## config.mk

```make
export PLATFORM = sky130hd
export DESIGN_NAME = mem_access_unit_flat
export DESIGN_NICKNAME = d
export VERILOG_FILES = /design/src/rtl/mem_access_unit_pkg.sv /design/src/rtl/mem_access_unit_if.sv /design/src/rtl/mem_access_unit_lane_align.sv /design/src/rtl/mem_access_unit.sv /design/src/flat_wrapper.sv
export SDC_FILE = /design/constraint.sdc
export NUM_CORES = 1
export LEC_CHECK = 0
export ABC_AREA = 1
export ABC_CLOCK_PERIOD_IN_PS = 7390
export CAP_MARGIN = 20
export CORE_UTILIZATION = 30
export CTS_CLUSTER_SIZE = 25
export DETAILED_ROUTE_END_ITERATION = 10
export PLACE_DENSITY = 0.55
export SLEW_MARGIN = 40
export SYNTH_ARGS = -nofsm -noshare
export SYNTH_HDL_FRONTEND = slang
export SYNTH_SLANG_ARGS = --single-unit
```

## constraint.sdc

```tcl
create_clock -name clk -period 7.39 [get_ports clk]
set_clock_uncertainty 0.2 [all_clocks]
set_input_delay 1.478 -clock clk [delete_from_list [all_inputs] [get_ports clk]]
set_output_delay 1.478 -clock clk [all_outputs]
set_load 0.1 [all_outputs]
```

## src/rtl/mem_access_unit_pkg.sv

```systemverilog
// Shared types and helpers for the memory access unit.
// Holds funct3/cause/state enums and access-size helpers.
package mem_access_pkg;

    typedef enum logic [2:0] {
        F3_B  = 3'b000,
        F3_H  = 3'b001,
        F3_W  = 3'b010,
        F3_BU = 3'b100,
        F3_HU = 3'b101
    } funct3_e;

    typedef enum logic [1:0] {
        CAUSE_NONE     = 2'd0,
        CAUSE_MISALIGN = 2'd1,
        CAUSE_RANGE    = 2'd2,
        CAUSE_ILLEGAL  = 2'd3
    } cause_e;

    typedef enum logic [2:0] {
        S_IDLE,
        S_ACC0,
        S_WAIT0,
        S_ACC1,
        S_WAIT1,
        S_RESP
    } state_e;

    // Byte lanes touched by an access of size sz, starting at lane 0.
    function automatic logic [3:0] size_mask(input logic [1:0] sz);
        case (sz)
            2'b00:   return 4'b0001;
            2'b01:   return 4'b0011;
            default: return 4'b1111;
        endcase
    endfunction

    // Offset of the last byte of the access from its first byte.
    function automatic logic [1:0] size_last(input logic [1:0] sz);
        case (sz)
            2'b00:   return 2'd0;
            2'b01:   return 2'd1;
            default: return 2'd3;
        endcase
    endfunction

    // 011/110/111 never legal; unsigned encodings have no store form.
    function automatic logic f3_illegal(input logic [2:0] f3,
                                        input logic       wr);
        return (f3[1:0] == 2'b11) || (f3 == 3'b110) || (wr && f3[2]);
    endfunction

endpackage

```

## src/rtl/mem_access_unit_if.sv

```systemverilog
// Request/response handshake bundle between execute stage and unit.
// master: pipeline side (req_*, resp_ready); slave: the unit.
interface mem_access_unit_if;
    import mem_access_pkg::*;

    logic        req_valid;
    logic        req_ready;
    logic [31:0] req_addr;
    logic [2:0]  req_funct3;
    logic        req_write;
    logic [31:0] req_wdata;
    logic        resp_valid;
    logic        resp_ready;
    logic [31:0] resp_rdata;
    logic        resp_fault;
    cause_e      resp_cause;

    modport master (
        output req_valid, req_addr, req_funct3, req_write, req_wdata,
        output resp_ready,
        input  req_ready, resp_valid, resp_rdata, resp_fault, resp_cause
    );

    modport slave (
        input  req_valid, req_addr, req_funct3, req_write, req_wdata,
        input  resp_ready,
        output req_ready, resp_valid, resp_rdata, resp_fault, resp_cause
    );

endinterface

```

## src/rtl/mem_access_unit_lane_align.sv

```systemverilog
// Lane steering for one access half plus load extract/extend.
// Ports: half_i/off_i/funct3_i/wdata_i -> wdata_o/be_o; rlo_i/rhi_i -> rdata_o.
module mem_lane_align
    import mem_access_pkg::*;
(
    input  logic        half_i,
    input  logic [1:0]  off_i,
    input  logic [2:0]  funct3_i,
    input  logic [31:0] wdata_i,
    input  logic [31:0] rlo_i,
    input  logic [31:0] rhi_i,
    output logic [31:0] wdata_o,
    output logic [3:0]  be_o,
    output logic [31:0] rdata_o
);

    logic [4:0]  shamt;
    logic [7:0]  be8;
    logic [63:0] w64;
    logic [31:0] raw;

    assign shamt = {off_i, 3'b000};

    // Upper halves of the shifted vectors are the second-word lanes.
    assign be8 = {4'b0000, size_mask(funct3_i[1:0])} << off_i;
    assign w64 = {32'b0, wdata_i} << shamt;

    assign be_o    = half_i ? be8[7:4]   : be8[3:0];
    assign wdata_o = half_i ? w64[63:32] : w64[31:0];

    assign raw = 32'({rhi_i, rlo_i} >> shamt);

    always_comb begin
        rdata_o = raw;
        case (funct3_i)
            F3_B:    rdata_o = {{24{raw[7]}}, raw[7:0]};
            F3_H:    rdata_o = {{16{raw[15]}}, raw[15:0]};
            F3_BU:   rdata_o = {24'b0, raw[7:0]};
            F3_HU:   rdata_o = {16'b0, raw[15:0]};
            default: rdata_o = raw;
        endcase
    end

endmodule

```

## src/rtl/mem_access_unit.sv

```systemverilog
// Load/store initiator for one byte-enabled, 1-cycle-latency BRAM port.
// Ports: clk, rst, bus (slave handshake), mem_addr/wdata/data_en/write_en/rdata.
// MEM_ACCESS_SPLIT_EN: split word-crossing accesses into two word accesses.
module mem_access_unit
    import mem_access_pkg::*;
#(
    parameter  int MEM_SIZE = 8192,
    localparam int ADDR_W   = $clog2(MEM_SIZE)
) (
    input  logic                clk,
    input  logic                rst,
    mem_access_unit_if.slave    bus,
    output logic [ADDR_W-1:0]   mem_addr,
    output logic [31:0]         mem_wdata,
    output logic [3:0]          mem_data_en,
    output logic                mem_write_en,
    input  logic [31:0]         mem_rdata
);

    state_e              state_q;
    logic [2:0]          f3_q;
    logic [1:0]          off_q;
    logic [31:0]         wdata_q;
    logic                write_q;
    logic                resp_valid_q;
    logic                resp_fault_q;
    logic [31:0]         resp_rdata_q;
    cause_e              resp_cause_q;
    logic [ADDR_W-1:0]   mem_addr_q;
    logic [31:0]         mem_wdata_q;
    logic [3:0]          mem_be_q;
    logic                mem_we_q;
`ifdef MEM_ACCESS_SPLIT_EN
    logic                split_q;
    logic [31:0]         w0_q;
`endif

    logic [1:0]          req_off;
    logic [1:0]          req_last;
    logic [ADDR_W:0]     req_end;
    logic                req_cross;
    logic                req_oor;
    cause_e              cause_d;

    assign req_off   = bus.req_addr[1:0];
    assign req_last  = size_last(bus.req_funct3[1:0]);
    // MEM_SIZE is a power of two: a carry out of the low bits is out of range.
    assign req_end   = {1'b0, bus.req_addr[ADDR_W-1:0]}
                     + (ADDR_W+1)'(req_last);
    assign req_cross = ({1'b0, req_off} + {1'b0, req_last}) > 3'd3;
    assign req_oor   = (|bus.req_addr[31:ADDR_W]) | req_end[ADDR_W];

    always_comb begin
        cause_d = CAUSE_NONE;
        if (f3_illegal(bus.req_funct3, bus.req_write)) begin
            cause_d = CAUSE_ILLEGAL;
        end else if (req_oor) begin
            cause_d = CAUSE_RANGE;
`ifndef MEM_ACCESS_SPLIT_EN
        end else if (req_cross) begin
            cause_d = CAUSE_MISALIGN;
`endif
        end
    end

    // One aligner shared by both halves: request fields while idle
    // (first half), latched fields afterwards (second half, read path).
    logic        al_half;
    logic [1:0]  al_off;
    logic [2:0]  al_f3;
    logic [31:0] al_wd;
    logic [31:0] al_rlo;
    logic [31:0] al_rhi;
    logic [31:0] al_wdata;
    logic [3:0]  al_be;
    logic [31:0] al_rdata;

    assign al_half = (state_q != S_IDLE);
    assign al_off  = al_half ? off_q   : req_off;
    assign al_f3   = al_half ? f3_q    : bus.req_funct3;
    assign al_wd   = al_half ? wdata_q : bus.req_wdata;
`ifdef MEM_ACCESS_SPLIT_EN
    assign al_rlo  = (state_q == S_WAIT1) ? w0_q : mem_rdata;
    assign al_rhi  = (state_q == S_WAIT1) ? mem_rdata : 32'b0;
`else
    assign al_rlo  = mem_rdata;
    assign al_rhi  = 32'b0;
`endif

    mem_lane_align u_align (
        .half_i   (al_half),
        .off_i    (al_off),
        .funct3_i (al_f3),
        .wdata_i  (al_wd),
        .rlo_i    (al_rlo),
        .rhi_i    (al_rhi),
        .wdata_o  (al_wdata),
        .be_o     (al_be),
        .rdata_o  (al_rdata)
    );

    always_ff @(posedge clk) begin
        if (rst) begin
            state_q      <= S_IDLE;
            resp_valid_q <= 1'b0;
            resp_fault_q <= 1'b0;
            resp_rdata_q <= 32'b0;
            resp_cause_q <= CAUSE_NONE;
            mem_addr_q   <= '0;
            mem_wdata_q  <= 32'b0;
            mem_be_q     <= 4'b0;
            mem_we_q     <= 1'b0;
        end else begin
            mem_be_q <= 4'b0;
            mem_we_q <= 1'b0;
            unique case (state_q)
                S_IDLE: if (bus.req_valid) begin
                    f3_q    <= bus.req_funct3;
                    off_q   <= req_off;
                    wdata_q <= bus.req_wdata;
                    write_q <= bus.req_write;
`ifdef MEM_ACCESS_SPLIT_EN
                    split_q <= req_cross;
`endif
                    if (cause_d != CAUSE_NONE) begin
                        state_q      <= S_RESP;
                        resp_valid_q <= 1'b1;
                        resp_fault_q <= 1'b1;
                        resp_cause_q <= cause_d;
                        resp_rdata_q <= 32'b0;
                    end else begin
                        state_q     <= S_ACC0;
                        mem_addr_q  <= {bus.req_addr[ADDR_W-1:2], 2'b00};
                        mem_wdata_q <= al_wdata;
                        mem_be_q    <= al_be;
                        mem_we_q    <= bus.req_write;
                    end
                end
                S_ACC0: state_q <= S_WAIT0;
                S_WAIT0: begin
`ifdef MEM_ACCESS_SPLIT_EN
                    if (split_q) begin
                        w0_q        <= mem_rdata;
                        state_q     <= S_ACC1;
                        mem_addr_q  <= mem_addr_q + ADDR_W'(4);
                        mem_wdata_q <= al_wdata;
                        mem_be_q    <= al_be;
                        mem_we_q    <= write_q;
                    end else
`endif
                    begin
                        state_q      <= S_RESP;
                        resp_valid_q <= 1'b1;
                        resp_fault_q <= 1'b0;
                        resp_cause_q <= CAUSE_NONE;
                        resp_rdata_q <= write_q ? 32'b0 : al_rdata;
                    end
                end
`ifdef MEM_ACCESS_SPLIT_EN
                S_ACC1: state_q <= S_WAIT1;
                S_WAIT1: begin
                    state_q      <= S_RESP;
                    resp_valid_q <= 1'b1;
                    resp_fault_q <= 1'b0;
                    resp_cause_q <= CAUSE_NONE;
                    resp_rdata_q <= write_q ? 32'b0 : al_rdata;
                end
`endif
                S_RESP: if (bus.resp_ready) begin
                    state_q      <= S_IDLE;
                    resp_valid_q <= 1'b0;
                end
                default: state_q <= S_IDLE;
            endcase
        end
    end

    assign bus.req_ready  = (state_q == S_IDLE);
    assign bus.resp_valid = resp_valid_q;
    assign bus.resp_fault = resp_fault_q;
    assign bus.resp_rdata = resp_rdata_q;
    assign bus.resp_cause = resp_cause_q;

    assign mem_addr     = mem_addr_q;
    assign mem_wdata    = mem_wdata_q;
    assign mem_data_en  = mem_be_q;
    // Strobe is masked by reset so an abandoned store never lands.
    assign mem_write_en = mem_we_q & ~rst;

endmodule

```

## src/flat_wrapper.sv

```systemverilog
// flat-port wrapper written by rule: the top's interface ports become plain ports
module mem_access_unit_flat import mem_access_pkg::*;
#(
    parameter  int MEM_SIZE = 8192,
    localparam int ADDR_W   = $clog2(MEM_SIZE)
)
  (clk, rst, mem_addr, mem_wdata, mem_data_en, mem_write_en, mem_rdata, bus_req_valid, bus_req_addr, bus_req_funct3, bus_req_write, bus_req_wdata, bus_resp_ready, bus_req_ready, bus_resp_valid, bus_resp_rdata, bus_resp_fault, bus_resp_cause);
  mem_access_unit_if bus_i ();
  input  logic clk;
  input  logic rst;
  output logic [ADDR_W-1:0] mem_addr;
  output logic [31:0] mem_wdata;
  output logic [3:0] mem_data_en;
  output logic mem_write_en;
  input  logic [31:0] mem_rdata;
  input wire logic [$bits(bus_i.req_valid)-1:0] bus_req_valid;
  input wire logic [$bits(bus_i.req_addr)-1:0] bus_req_addr;
  input wire logic [$bits(bus_i.req_funct3)-1:0] bus_req_funct3;
  input wire logic [$bits(bus_i.req_write)-1:0] bus_req_write;
  input wire logic [$bits(bus_i.req_wdata)-1:0] bus_req_wdata;
  input wire logic [$bits(bus_i.resp_ready)-1:0] bus_resp_ready;
  output wire logic [$bits(bus_i.req_ready)-1:0] bus_req_ready;
  output wire logic [$bits(bus_i.resp_valid)-1:0] bus_resp_valid;
  output wire logic [$bits(bus_i.resp_rdata)-1:0] bus_resp_rdata;
  output wire logic [$bits(bus_i.resp_fault)-1:0] bus_resp_fault;
  output wire logic [$bits(bus_i.resp_cause)-1:0] bus_resp_cause;
  assign bus_i.req_valid = bus_req_valid;
  assign bus_i.req_addr = bus_req_addr;
  assign bus_i.req_funct3 = bus_req_funct3;
  assign bus_i.req_write = bus_req_write;
  assign bus_i.req_wdata = bus_req_wdata;
  assign bus_i.resp_ready = bus_resp_ready;
  assign bus_req_ready = bus_i.req_ready;
  assign bus_resp_valid = bus_i.resp_valid;
  assign bus_resp_rdata = bus_i.resp_rdata;
  assign bus_resp_fault = bus_i.resp_fault;
  assign bus_resp_cause = bus_i.resp_cause;
  mem_access_unit #(.MEM_SIZE(MEM_SIZE)) u_core (.clk(clk), .rst(rst), .bus(bus_i), .mem_addr(mem_addr), .mem_wdata(mem_wdata), .mem_data_en(mem_data_en), .mem_write_en(mem_write_en), .mem_rdata(mem_rdata));
endmodule
```

After elaboration in Yosys (flattened, before gate mapping)
Cells that the tools add are included.

operators by class
  add/sub/neg operators = 2
  order comparisons = 1
  equality and inequality tests = 13
  shifts and indexed selects = 3
  mux-type cells = 27
  bitwise gates (word level) = 6
  reduce and logical (&&, ||, !) cells = 18

operators with widths
  kind                  count
  $mux W32              5
  $pmux W32 S4          1
  $pmux W32 S2          1
  $shl A32 B5 Y64       1
  $shr A32 B5 Y32       1
  $reduce_or A19 Y1     1
  $add A13 B2 Y14       1
  $eq A3 B3 Y1 const B  4
  $mux W3               4
  $pmux W3 S4           1
  $mux W2               5
  $reduce_and A3 Y1     3
  $pmux W2 S2           2
  $pmux W4 S2           1
  $shl A4 B2 Y8         1
  $eq A3 B1 Y1 const B  2
  $logic_not A3 Y1      2
  $reduce_bool A3 Y1    2
  $eq A2 B1 Y1 const B  2
  $logic_not A2 Y1      2
  $mux W1               4
  $mux W4               1
  $ne A2 B2 Y1 const B  2
  $not A1 Y1            4
  15 further kinds      17

word-level totals
  flip-flop bits (word level) = 125

Depth between registers and ports, before layout
Gate-level depths: netlist of the first run.

  depth in word-level cells = 11
  mapped depth = 14
  depth with buffers taken out = 13

Modules after synthesis
A second synthesis of the first run with hierarchy kept.

unflattened totals
  cells, all modules = 1150
  area total of the unflattened synthesis = 7504.7 µm²

modules (own cells, without submodules)
  module           instances  cells an instance  area an instance (µm²)
  mem_access_unit  1          746                5440.2
  mem_lane_align   1          404                2064.5

Worst setup path after synthesis of the first run
OpenSTA, ideal clock, no wires.

  path type = input to register
  from = input rst
  to = register u_core.resp_fault_q, in the netlist u_core.bus.resp_fault
  library setup time = 0.074 ns
  arrival = 4.891 ns
  required time = 7.116 ns
  slack = 2.225 ns
  stages on the path = 4
  buffers on the path = 1
  cell sequence = clkbuf_1 > nor3_1 > o21ai_0 > nand2_1

RTL lines
  what                  line                    RTL
  from (decl)           flat_wrapper.sv:10      input logic rst;
  to (signal assigned)  mem_access_unit.sv:106  resp_fault_q <= 1'b0;
  to (signal assigned)  mem_access_unit.sv:128  resp_fault_q <= 1'b1;
  to (signal assigned)  mem_access_unit.sv:154  resp_fault_q <= 1'b0;
  to (decl)             mem_access_unit.sv:26   logic resp_fault_q;

Worst setup path after layout of the first run
  from = register u_core.state_q[0]
  to = output bus_req_ready

on the way
  cells in the longest elaborated chain, start to end = 1

ends and longest elaborated chain
  what                    line                    RTL
  from (decl)             mem_access_unit.sv:20   state_e state_q;
  from (signal assigned)  mem_access_unit.sv:104  state_q <= S_IDLE;
  from (signal assigned)  mem_access_unit.sv:126  state_q <= S_RESP;
  from (signal assigned)  mem_access_unit.sv:132  state_q <= S_ACC0;
  $logic_not A3 Y1        mem_access_unit.sv:178  assign bus.req_ready = (state_q == S_IDLE);
  to (decl)               flat_wrapper.sv:22      output wire logic [$bits(bus_i.req_ready)-1:0] bus_req_ready;

Every way passes these cells.

==> flow_summary.ini, run 1 <==
[run]
max_cap_viol_count = 0

[route]
drc_violation_count_after_routing = 0
drt_pre_antenna_iters = 5
detail_route.iter0.violations = 502
number_of_vias_per_cell = 4.59
final_antenna_net_count = 0
routed_wl_mm = 20.8
routedWlPerCell_um = 14.6
route.vias.total = 6552

[critical_path]
path_cells = nor2_4 -> nand2_4 -> inv_2 -> buf_2
critical_path.max_stage_delay_ns = 0.58
path_buf_inv = 2
ff2ff_setup_slack_ns = 3.61
setup.worst_path.start_class = flip-flop
worst-r2r-cell-count = 10
critical_path.endpoint_type = output port
r2r-end = u_core.bus.resp_rdata[18]$_SDFFE_PP0P_
critical_path.slowest_cell = sky130_fd_sc_hd__inv_2
critical_path_peak_fanout = 54
crit_type = flip-flop to output port
crit_path_leading_delay_family = buffers and inverters
timing.critical_path.arrival_ns = 2.56
rr_startpoint = u_core.state_q[0]$_SDFFE_PP0P_
cp_data_required_time_ns = 5.71

[floorplan]
floorplan.io_pins = 191
chipWidth_um = 152
dieArea_um2 = 23000
design.core.area_um2 = 21900
core.rowCount = 54
die_height_um = 152
initial_utilization_pct = 30.7

[timing]
postLayoutSetupSlackWorst_ns = 3.16
setup_viol = 0
tns_ns = 0
max-slew-margin-rel_pct = 46.8
final-max-slew-violation-count = 0
worstMarginPinSlew_ns = 0.796
fmax_mhz = 236
rsz0062_at_grt = no
timing_hold_violations_final = 0
timing.final.crit_period_ns = 4.23
min_period_over_period_pct = 57.3

[min_path]
min_to = u_core.bus.resp_valid$_SDFFE_PP0P_
hold_path_depth = 2
worst_hold_path_type = flip-flop to flip-flop
worstHoldStart = u_core.bus.resp_valid$_SDFFE_PP0P_

[finish]
num-nets-final = 1241
final_layout_size_suffix_gt1_share_pct = 14.6
flow.area_growth_from_synthesis_pct = 34.1
postLayoutCoreUtil_pct = 41.1
nFillCells = 2299
antennaDiodeCount = 0
layout.cell_area.non_filler_um2 = 9000

[yosys]
ys_seq_area_share_pct = 43.0
ys_ff_latch = 125
yosysUniqueCellTypes = 35
yosysTopAreaCell = sky130_fd_sc_hd__dfxtp_1
number_of_synthesized_flops_with_an_enable_pin = 38
synth_common_cells = 334 x sky130_fd_sc_hd__nand2_1, 128 x sky130_fd_sc_hd__nor2_1, 87 x sky130_fd_sc_hd__dfxtp_1
postSynthCellCount = 980
synth_most_common_cell = sky130_fd_sc_hd__nand2_1
synth_top_flop_cell = sky130_fd_sc_hd__dfxtp_1
mapped_avg_cell_area_um2 = 6.85
ys_async_sr_fraction_pct = 0
netlist_area_before_placement_um2 = 6710
synth_top_cell_area_share_pct = 26.0
synth-warning-count = 0
post_synth_main_area_contributors = sky130_fd_sc_hd__dfxtp_1 26%, sky130_fd_sc_hd__nand2_1 19%, sky130_fd_sc_hd__edfxtp_1 17%

[grt]
globalRouteTotalUtil_pct = 18.4
grt_start_max_net_pins = 63
via_count_of_the_first_global_routing_pass = 6014
number_of_antenna_violations_at_the_first_check_in_global_routing = 0
globalRoute.totalOverflow = 0
grt_pass1_wl_mm = 32.2

[placed_design]
buffer_ports.inserted = 188
place.gp.congestion = 0.820
dp_hpwl_mm = 15.1
setup_slack_at_placement_ns = 2.80
placedInstanceArea_um2 = 8330

[clock_network]
cts.hold.buffers_added = 0
path_clk_slew_ns = 0.06
clock-sinks = 125
later_pin_clock_latency_in_the_skew_report_ns = 0.42
postCtsSetupBuffers = 0
cts-resized-gates = 0
clockRootBuffer = sky130_fd_sc_hd__clkbuf_16
cts-htree-levels = 4
cts_inserted_buffers = 17
clockBufferDepth = 2
tritoncts = yes

[status]
status = complete, no violations

[power]
peakVddDrop_mv = 0.161
cellPowerDensity_nw_per_um2 = 322
power.leakage_nw = 3.94
## how the worst max path moves through the flow
stage / start / end / slack, ns / depth (start not counted)
2_1_floorplan: rst / u_core.bus.resp_fault$_SDFFE_PP0P_ / 2.23 / 4
3_3_place_gp: rst / mem_write_en / 2.56 / 4
3_5_place_dp: bus_req_addr[1] / u_core.bus.resp_rdata[18]$_SDFFE_PP0P_ / 2.80 / 9
4_1_cts: u_core.state_q[0]$_SDFFE_PP0P_ / bus_req_ready / 3.13 / 4
5_1_grt: bus_req_addr[1] / u_core.mem_wdata[27]$_SDFFE_PP0P_ / 2.95 / 13
6_report: u_core.state_q[0]$_SDFFE_PP0P_ / bus_req_ready / 3.16 / 4
## flip-flops by register name (all words and copies together) (netlist names)
register               cells
u_core.bus.resp_cause      2
u_core.bus.resp_fault      1
u_core.bus.resp_rdata     32
u_core.bus.resp_valid      1
u_core.f3_q                3
u_core.mem_addr           11
u_core.mem_data_en         4
u_core.mem_wdata          32
u_core.mem_we_q            1
u_core.off_q               2
u_core.state_q             3
u_core.wdata_q            32
u_core.write_q             1
## worst reg2reg max path, stage by stage (launching register included)
cell,delay (ns)
sky130_fd_sc_hd__dfxtp_1,0.37
sky130_fd_sc_hd__nor2_4,0.24
sky130_fd_sc_hd__nand2_4,0.36
sky130_fd_sc_hd__nand2_2,0.39
sky130_fd_sc_hd__nand2_2,0.52
sky130_fd_sc_hd__inv_2,0.64
sky130_fd_sc_hd__nand3_1,0.25
sky130_fd_sc_hd__nand3_4,0.20
sky130_fd_sc_hd__nand3_4,0.24
sky130_fd_sc_hd__nand3_1,0.17
sky130_fd_sc_hd__a21oi_1,0.07
## final cells by class
cell class	count	area [µm²]	area share, %
Clock inverter	9	151	1.68
Tap cell	280	350	3.89
Clock buffer	23	524	5.82
Sequential cell	125	2880	32.0
Timing Repair Buffer	195	1520	16.9
Multi-Input combinational cell	724	3290	36.5
Inverter	73	280	3.11
## report_power, final
group | leakage (nW) | internal, W | total (W) | switching, W
Sequential | 1.05 | 0.000749 | 0.000768 | 0.0000185
Clock | 0.333 | 0.000634 | 0.000943 | 0.000308
Combinational | 2.56 | 0.000318 | 0.00119 | 0.000869
Total | 3.94 | 0.00170 | 0.00290 | 0.00120
## placed cells by master (no fill, tap or decap), drive strengths merged, types with 2 or more instances in the layout
cell type / netlist / final
a21oi: 51 / 51
and2: 6 / 6
buf: 44 / 93
bufinv: 0 / 4
clkbuf: 15 / 23
clkdlybuf4s50: 0 / 102
clkinv: 1 / 6
conb: 1 / 2
dfxtp: 87 / 87
edfxtp: 38 / 38
inv: 72 / 71
nand2: 342 / 342
nand3: 76 / 76
nor2: 131 / 131
nor3: 3 / 3
o211ai: 5 / 5
o21ai: 88 / 88
o21bai: 3 / 3
o22ai: 4 / 4
o31ai: 2 / 2
or2: 7 / 7
## routing by layer
metal | vias up | track usage (%) | routed length [µm]
met4 | 0 | 6.68 | 395
met5 | - | 0 | 0
met3 | 26 | 3.41 | 1620
li1 | 3437 | - | -
met1 | 2863 | 27.7 | 10300
met2 | 226 | 25.7 | 8550
## stage by stage
stage	power [W]	hold slack, ns	std cells
2_1_floorplan	0.00168	0.281	981
6_report	0.00290	0.253	1429
3_5_place_dp	0.00196	0.248	1397
4_1_cts	0.00292	0.261	1429
3_3_place_gp	0.00198	0.240	1396
5_1_grt	0.00309	0.282	1429
## logic make-up after synthesis
kind of cell	after synthesis	share of synthesized area, %
other	1	0.0559
buffers and inverters	132	8.58
flip-flops	125	43.0
AND/OR/NAND/NOR	567	35.6
AO/OA/AOI/OAI	154	12.6
adder cells (fa/ha/maj)	1	0.186
No activity file was read; power rests on OpenSTA's default activity.
==> inputs of run 2 (changes only) <==
- ABC_CLOCK_PERIOD_IN_PS: 7390 -> 4400
- clock period: 7.39 -> 4.4 ns (I/O delays scaled with it)
==> run 2 against run 1 <==
  * Global-route usage grew 0.059 points
  * Final cell count is 0.49% higher
  * Combinational power grew 73%
  * Die area unchanged
  * Sequential share of layout area hardly changed
  * Flip-flop and latch count unchanged
  * Power grew 64%
  * Critical path type is now input pin to flip-flop
  * Largest cell class unchanged
  * Highest routed layer unchanged
==> flow_summary.ini, run 2 (synthesis gave the netlist of run 1 again) <==
[placed_design]
setup_slack_at_placement_ns = 0.687
buffer_ports.inserted = 188
dp_hpwl_mm = 15.3
place.gp.congestion = 0.827

[floorplan]
chipWidth_um = 152
floorplan.io_pins = 191
design.core.area_um2 = 21900
core.rowCount = 54
dieArea_um2 = 23000
initial_utilization_pct = 30.7
die_height_um = 152

[critical_path]
crit_type = input pin to flip-flop
setup.worst_path.start_class = input pin
critical_path_peak_fanout = 27
critical_path.endpoint_type = flip-flop
timing.critical_path.arrival_ns = 3.41
cp_data_required_time_ns = 4.51

[timing]
postLayoutSetupSlackWorst_ns = 1.10
timing.final.crit_period_ns = 3.30
min_period_over_period_pct = 75.0
fmax_mhz = 303
rsz0062_at_grt = no
timing_hold_violations_final = 0
max-slew-margin-rel_pct = 54.5
final-max-slew-violation-count = 0
setup_viol = 0
worstMarginPinSlew_ns = 0.682
tns_ns = 0

[power]
power.leakage_nw = 3.94
cellPowerDensity_nw_per_um2 = 528
peakVddDrop_mv = 0.198
design_power_total_w = 0.00475

[grt]
grt_start_max_net_pins = 47
globalRouteTotalUtil_pct = 18.5
via_count_of_the_first_global_routing_pass = 5900
number_of_antenna_violations_at_the_first_check_in_global_routing = 0
globalRoute.totalOverflow = 0
grt_pass1_wl_mm = 32.3

[route]
route.vias.total = 6567
route.met3.wl_mm = 1.43
route.top_layer_used = met4
route.layer.met1.wl_mm = 10.5
drc_violation_count_after_routing = 0
detailroute.wirelength.met2_mm = 8.51
routed_wl_mm = 20.8
number_of_vias_per_cell = 4.57
routedWlPerCell_um = 14.5
detail_route.iter0.violations = 414
final_antenna_net_count = 0
drt_pre_antenna_iters = 5

[finish]
final_layout_size_suffix_gt1_share_pct = 15.1
num-nets-final = 1248
commonest_cells_after_routing_fill_and_taps_aside = 334 x sky130_fd_sc_hd__nand2_1, 127 x sky130_fd_sc_hd__nor2_1, 102 x sky130_fd_sc_hd__clkdlybuf4s50_1, 87 x sky130_fd_sc_hd__dfxtp_1, 84 x sky130_fd_sc_hd__buf_2
postLayoutCoreUtil_pct = 41.1
flow.area_growth_from_synthesis_pct = 34.1
layout.cells.most_common = sky130_fd_sc_hd__nand2_1
antennaDiodeCount = 0
nFillCells = 2374
multi_input_comb_area_um2 = 3280
seqCellArea_um2 = 2880

[min_path]
worst_hold_path_type = flip-flop to flip-flop

[status]
status = complete, no violations

[clock_network]
path_clk_slew_ns = 0.06
later_pin_clock_latency_in_the_skew_report_ns = 0.42
clockRootBuffer = sky130_fd_sc_hd__clkbuf_16
postCtsSetupBuffers = 0
cts_inserted_buffers = 17
cts-resized-gates = 0
cts-htree-levels = 4
clock-sinks = 125
clockBufferDepth = 2
tritoncts = yes
cts.hold.buffers_added = 0

[run]
max_cap_viol_count = 0
run 2: worst max-delay path: stages:
cell and delay (ns):
sky130_fd_sc_hd__clkdlybuf4s50_1 0.61, sky130_fd_sc_hd__ha_1 0.27, sky130_fd_sc_hd__nand2_1 0.06, sky130_fd_sc_hd__inv_1 0.05, sky130_fd_sc_hd__a21oi_2 0.16, sky130_fd_sc_hd__nor2_1 0.07
sky130_fd_sc_hd__nor2_1 0.18, sky130_fd_sc_hd__nand4_1 0.19, sky130_fd_sc_hd__nor2_4 0.49, sky130_fd_sc_hd__buf_12 0.24, sky130_fd_sc_hd__nand2_1 0.07, sky130_fd_sc_hd__nand2_1 0.07
sky130_fd_sc_hd__nor2_1 0.05
run 2: final timing paths:
path,from,to,slack (ns),depth (start not counted)
worst min-delay path,u_core.bus.resp_valid$_SDFFE_PP0P_,u_core.bus.resp_valid$_SDFFE_PP0P_,0.25,2
worst max register to register,u_core.state_q[0]$_SDFFE_PP0P_,u_core.bus.resp_rdata[6]$_SDFFE_PP0P_,1.63,10
worst max-delay path,bus_req_addr[1],u_core.mem_wdata[1]$_SDFFE_PP0P_,1.10,13
worst min register to register,u_core.bus.resp_valid$_SDFFE_PP0P_,u_core.bus.resp_valid$_SDFFE_PP0P_,0.25,2
run 2: cell type report:
class | count | share of cell area [%]
Clock buffer | 19 | 5.16
Clock inverter | 13 | 1.40
Inverter | 73 | 3.12
Multi-Input combinational cell | 724 | 36.5
Sequential cell | 125 | 32.0
Tap cell | 280 | 3.89
Timing Repair Buffer | 202 | 17.9
run 2: through the flow:
stage	cells	instance area, µm²	hold slack, ns
after detailed placement	1404	8410	0.246
after CTS	1436	9000	0.256
after floorplan	981	6720	0.281
after global routing	1436	9000	0.278
after global placement	1404	8820	0.249
final	1436	9000	0.251
run 2: routing by layer:
metal	global-route usage (%)	vias up
li1	-	3458
met1	27.7	2873
met2	25.5	212
met3	4.01	24
met4	6.58	0
met5	0	-
run 2: report_power, final:
group | internal [W] | switching, W | leakage (nW)
clock | 0.000836 | 0.000565 | 0.287
combinational | 0.000575 | 0.00149 | 2.60
sequential | 0.00126 | 0.0000280 | 1.05
==> inputs of run 3 (changes only) <==
- ABC_CLOCK_PERIOD_IN_PS: 4400 -> 3400
- clock period: 4.4 -> 3.4 ns (I/O delays scaled with it)
==> run 3 against run 2 <==
  * First-iteration DRC count is 8.0% higher
  * Via count is 0.50% lower
  * Clock-buffer cell count is 2 lower
  * Combinational power is 33% higher
  * Core utilization is 1.4 points higher
  * Die area stayed put
  * Cell area is 3.4% higher
  * Critical path depth stayed put
==> flow_summary.ini, run 3 (synthesis gave the netlist of run 1 again) <==
[route]
detail_route.iter0.violations = 447
drt_pre_antenna_iters = 5
drc_violation_count_after_routing = 0
route.vias.total = 6534
routedWlPerCell_um = 14.2
number_of_vias_per_cell = 4.52
final_antenna_net_count = 0
routed_wl_mm = 20.6

[critical_path]
path_buf_inv = 3
crit_type = input pin to flip-flop
critical_path.slowest_cell = sky130_fd_sc_hd__clkdlybuf4s50_1
critical_path_peak_fanout = 29
rr_startpoint = u_core.state_q[0]$_SDFFE_PP0P_
critical_path.endpoint_type = flip-flop
path_cells = clkdlybuf4s50_1 -> ha_1 -> nand2_1 -> inv_1 -> a21oi_2 -> nor2_1 -> nor2_1 -> nand4_1 -> nor2_4 -> buf_12 -> nand2_1 -> nand2_1 -> nor2_1
cp_data_required_time_ns = 3.52
cp-startpoint = bus_req_addr[1]
worst-path-stages = 13
setup.worst_path.start_class = input pin
timing.critical_path.arrival_ns = 2.90
worst-r2r-cell-count = 11
critical_path.max_stage_delay_ns = 0.43
crit_path_leading_delay_family = simple AND/OR/NAND/NOR gates

[timing]
final-max-slew-violation-count = 0
timing.final.crit_period_ns = 2.78
min_period_over_period_pct = 81.7
hold-worst-slack_ns = 0.265
rsz0062_at_grt = no
worstMarginPinSlew_ns = 0.673
setup_viol = 0
max-slew-margin-rel_pct = 55.0
tns_ns = 0
fmax_mhz = 360
timing_hold_violations_final = 0

[finish]
final_layout_size_suffix_gt1_share_pct = 15.7
antennaDiodeCount = 0
post_layout_nonfiller_instances = 1445
num-nets-final = 1257
layout.cells.most_common = sky130_fd_sc_hd__nand2_1
postLayoutCoreUtil_pct = 42.5
layout.cell_area.non_filler_um2 = 9310
flow.area_growth_from_synthesis_pct = 38.6
commonest_cells_after_routing_fill_and_taps_aside = 334 x sky130_fd_sc_hd__nand2_1, 127 x sky130_fd_sc_hd__nor2_1, 103 x sky130_fd_sc_hd__buf_4, 102 x sky130_fd_sc_hd__clkdlybuf4s50_1, 87 x sky130_fd_sc_hd__dfxtp_1
nFillCells = 2289

[floorplan]
die_height_um = 152
floorplan.io_pins = 191
core.rowCount = 54
design.core.area_um2 = 21900
chipWidth_um = 152
initial_utilization_pct = 30.7
dieArea_um2 = 23000

[placed_design]
placedInstanceArea_um2 = 8690
buffer_ports.inserted = 188
dp_hpwl_mm = 15.4
dp.cells = 1413
place.gp.congestion = 0.834

[clock_network]
postCtsSetupBuffers = 0
cts_inserted_buffers = 17
clock-sinks = 125
cts-htree-levels = 4
tritoncts = yes
cts.hold.buffers_added = 0
path_clk_slew_ns = 0.06
clockRootBuffer = sky130_fd_sc_hd__clkbuf_16
cts-resized-gates = 0
clockBufferDepth = 2
later_pin_clock_latency_in_the_skew_report_ns = 0.43

[grt]
via_count_of_the_first_global_routing_pass = 5982
grt_start_max_net_pins = 47
grt_pass1_wl_mm = 31.9
number_of_antenna_violations_at_the_first_check_in_global_routing = 0
globalRoute.totalOverflow = 0
globalRouteTotalUtil_pct = 18.3

[status]
status = complete, no violations

[min_path]
worstHoldStart = u_core.bus.resp_rdata[17]$_SDFFE_PP0P_
hold_path_depth = 2
worst_hold_path_type = flip-flop to flip-flop

[power]
cellPowerDensity_nw_per_um2 = 677
peakVddDrop_mv = 0.300
power.leakage_nw = 3.98

[run]
max_cap_viol_count = 0
[run 3: cell types whose count changed in the layout (fill, tap and decap cells not counted), sizes merged]
cell | before | now
buf | 100 | 109
bufinv | 1 | 3
clkbuf | 19 | 17
clkinvlp | 2 | 4
inv | 77 | 75
[run 3: worst paths after layout]
path | endpoint | slack (ns)
worst min-delay path | u_core.bus.resp_rdata[17]$_SDFFE_PP0P_ | 0.27
worst max register to register | u_core.bus.resp_rdata[19]$_SDFFE_PP0P_ | 0.77
worst max-delay path | u_core.mem_wdata[24]$_SDFFE_PP0P_ | 0.62
worst min register to register | u_core.bus.resp_rdata[17]$_SDFFE_PP0P_ | 0.27
[run 3: routing by layer]
metal,wire [µm],track usage [%]
met5,0,0
met3,1350,4.10
met2,8380,25.9
met1,10500,26.9
met4,350,6.19
[run 3: worst register-to-register path, cell delays in order, from the launching register on]
cell	delay, ns
sky130_fd_sc_hd__dfxtp_1	0.43
sky130_fd_sc_hd__nor2_4	0.10
sky130_fd_sc_hd__nand2_4	0.17
sky130_fd_sc_hd__buf_4	0.43
sky130_fd_sc_hd__nand2_1	0.10
sky130_fd_sc_hd__nand2_1	0.21
sky130_fd_sc_hd__nand2_4	0.14
sky130_fd_sc_hd__nor2_4	0.12
sky130_fd_sc_hd__nand3_4	0.15
sky130_fd_sc_hd__nand3_4	0.24
sky130_fd_sc_hd__nand3_1	0.14
sky130_fd_sc_hd__a21oi_1	0.13
[run 3: layout make-up]
cell class	count	area (µm²)	area share (%)
inverter	73	280	3.01
timing repair buffer	211	1900	20.4
clock buffer	17	425	4.57
sequential	125	2880	31.0
tap	280	350	3.76
clock inverter	15	185	1.99
multi-input combinational	724	3280	35.3
[run 3: where the power goes]
part | internal [W] | switching, W | total, W
clock | 0.00116 | 0.000730 | 0.00189
combinational | 0.000811 | 0.00193 | 0.00274
sequential | 0.00163 | 0.0000375 | 0.00167
total | 0.00360 | 0.00270 | 0.00630
[run 3: through the flow]
step           worst slack (ns)  power, W
5_1_grt                   0.349   0.00670
2_1_floorplan             0.114   0.00366
6_report                  0.623   0.00630
3_5_place_dp              0.173   0.00442
3_3_place_gp              0.212   0.00442
4_1_cts                   0.626   0.00631
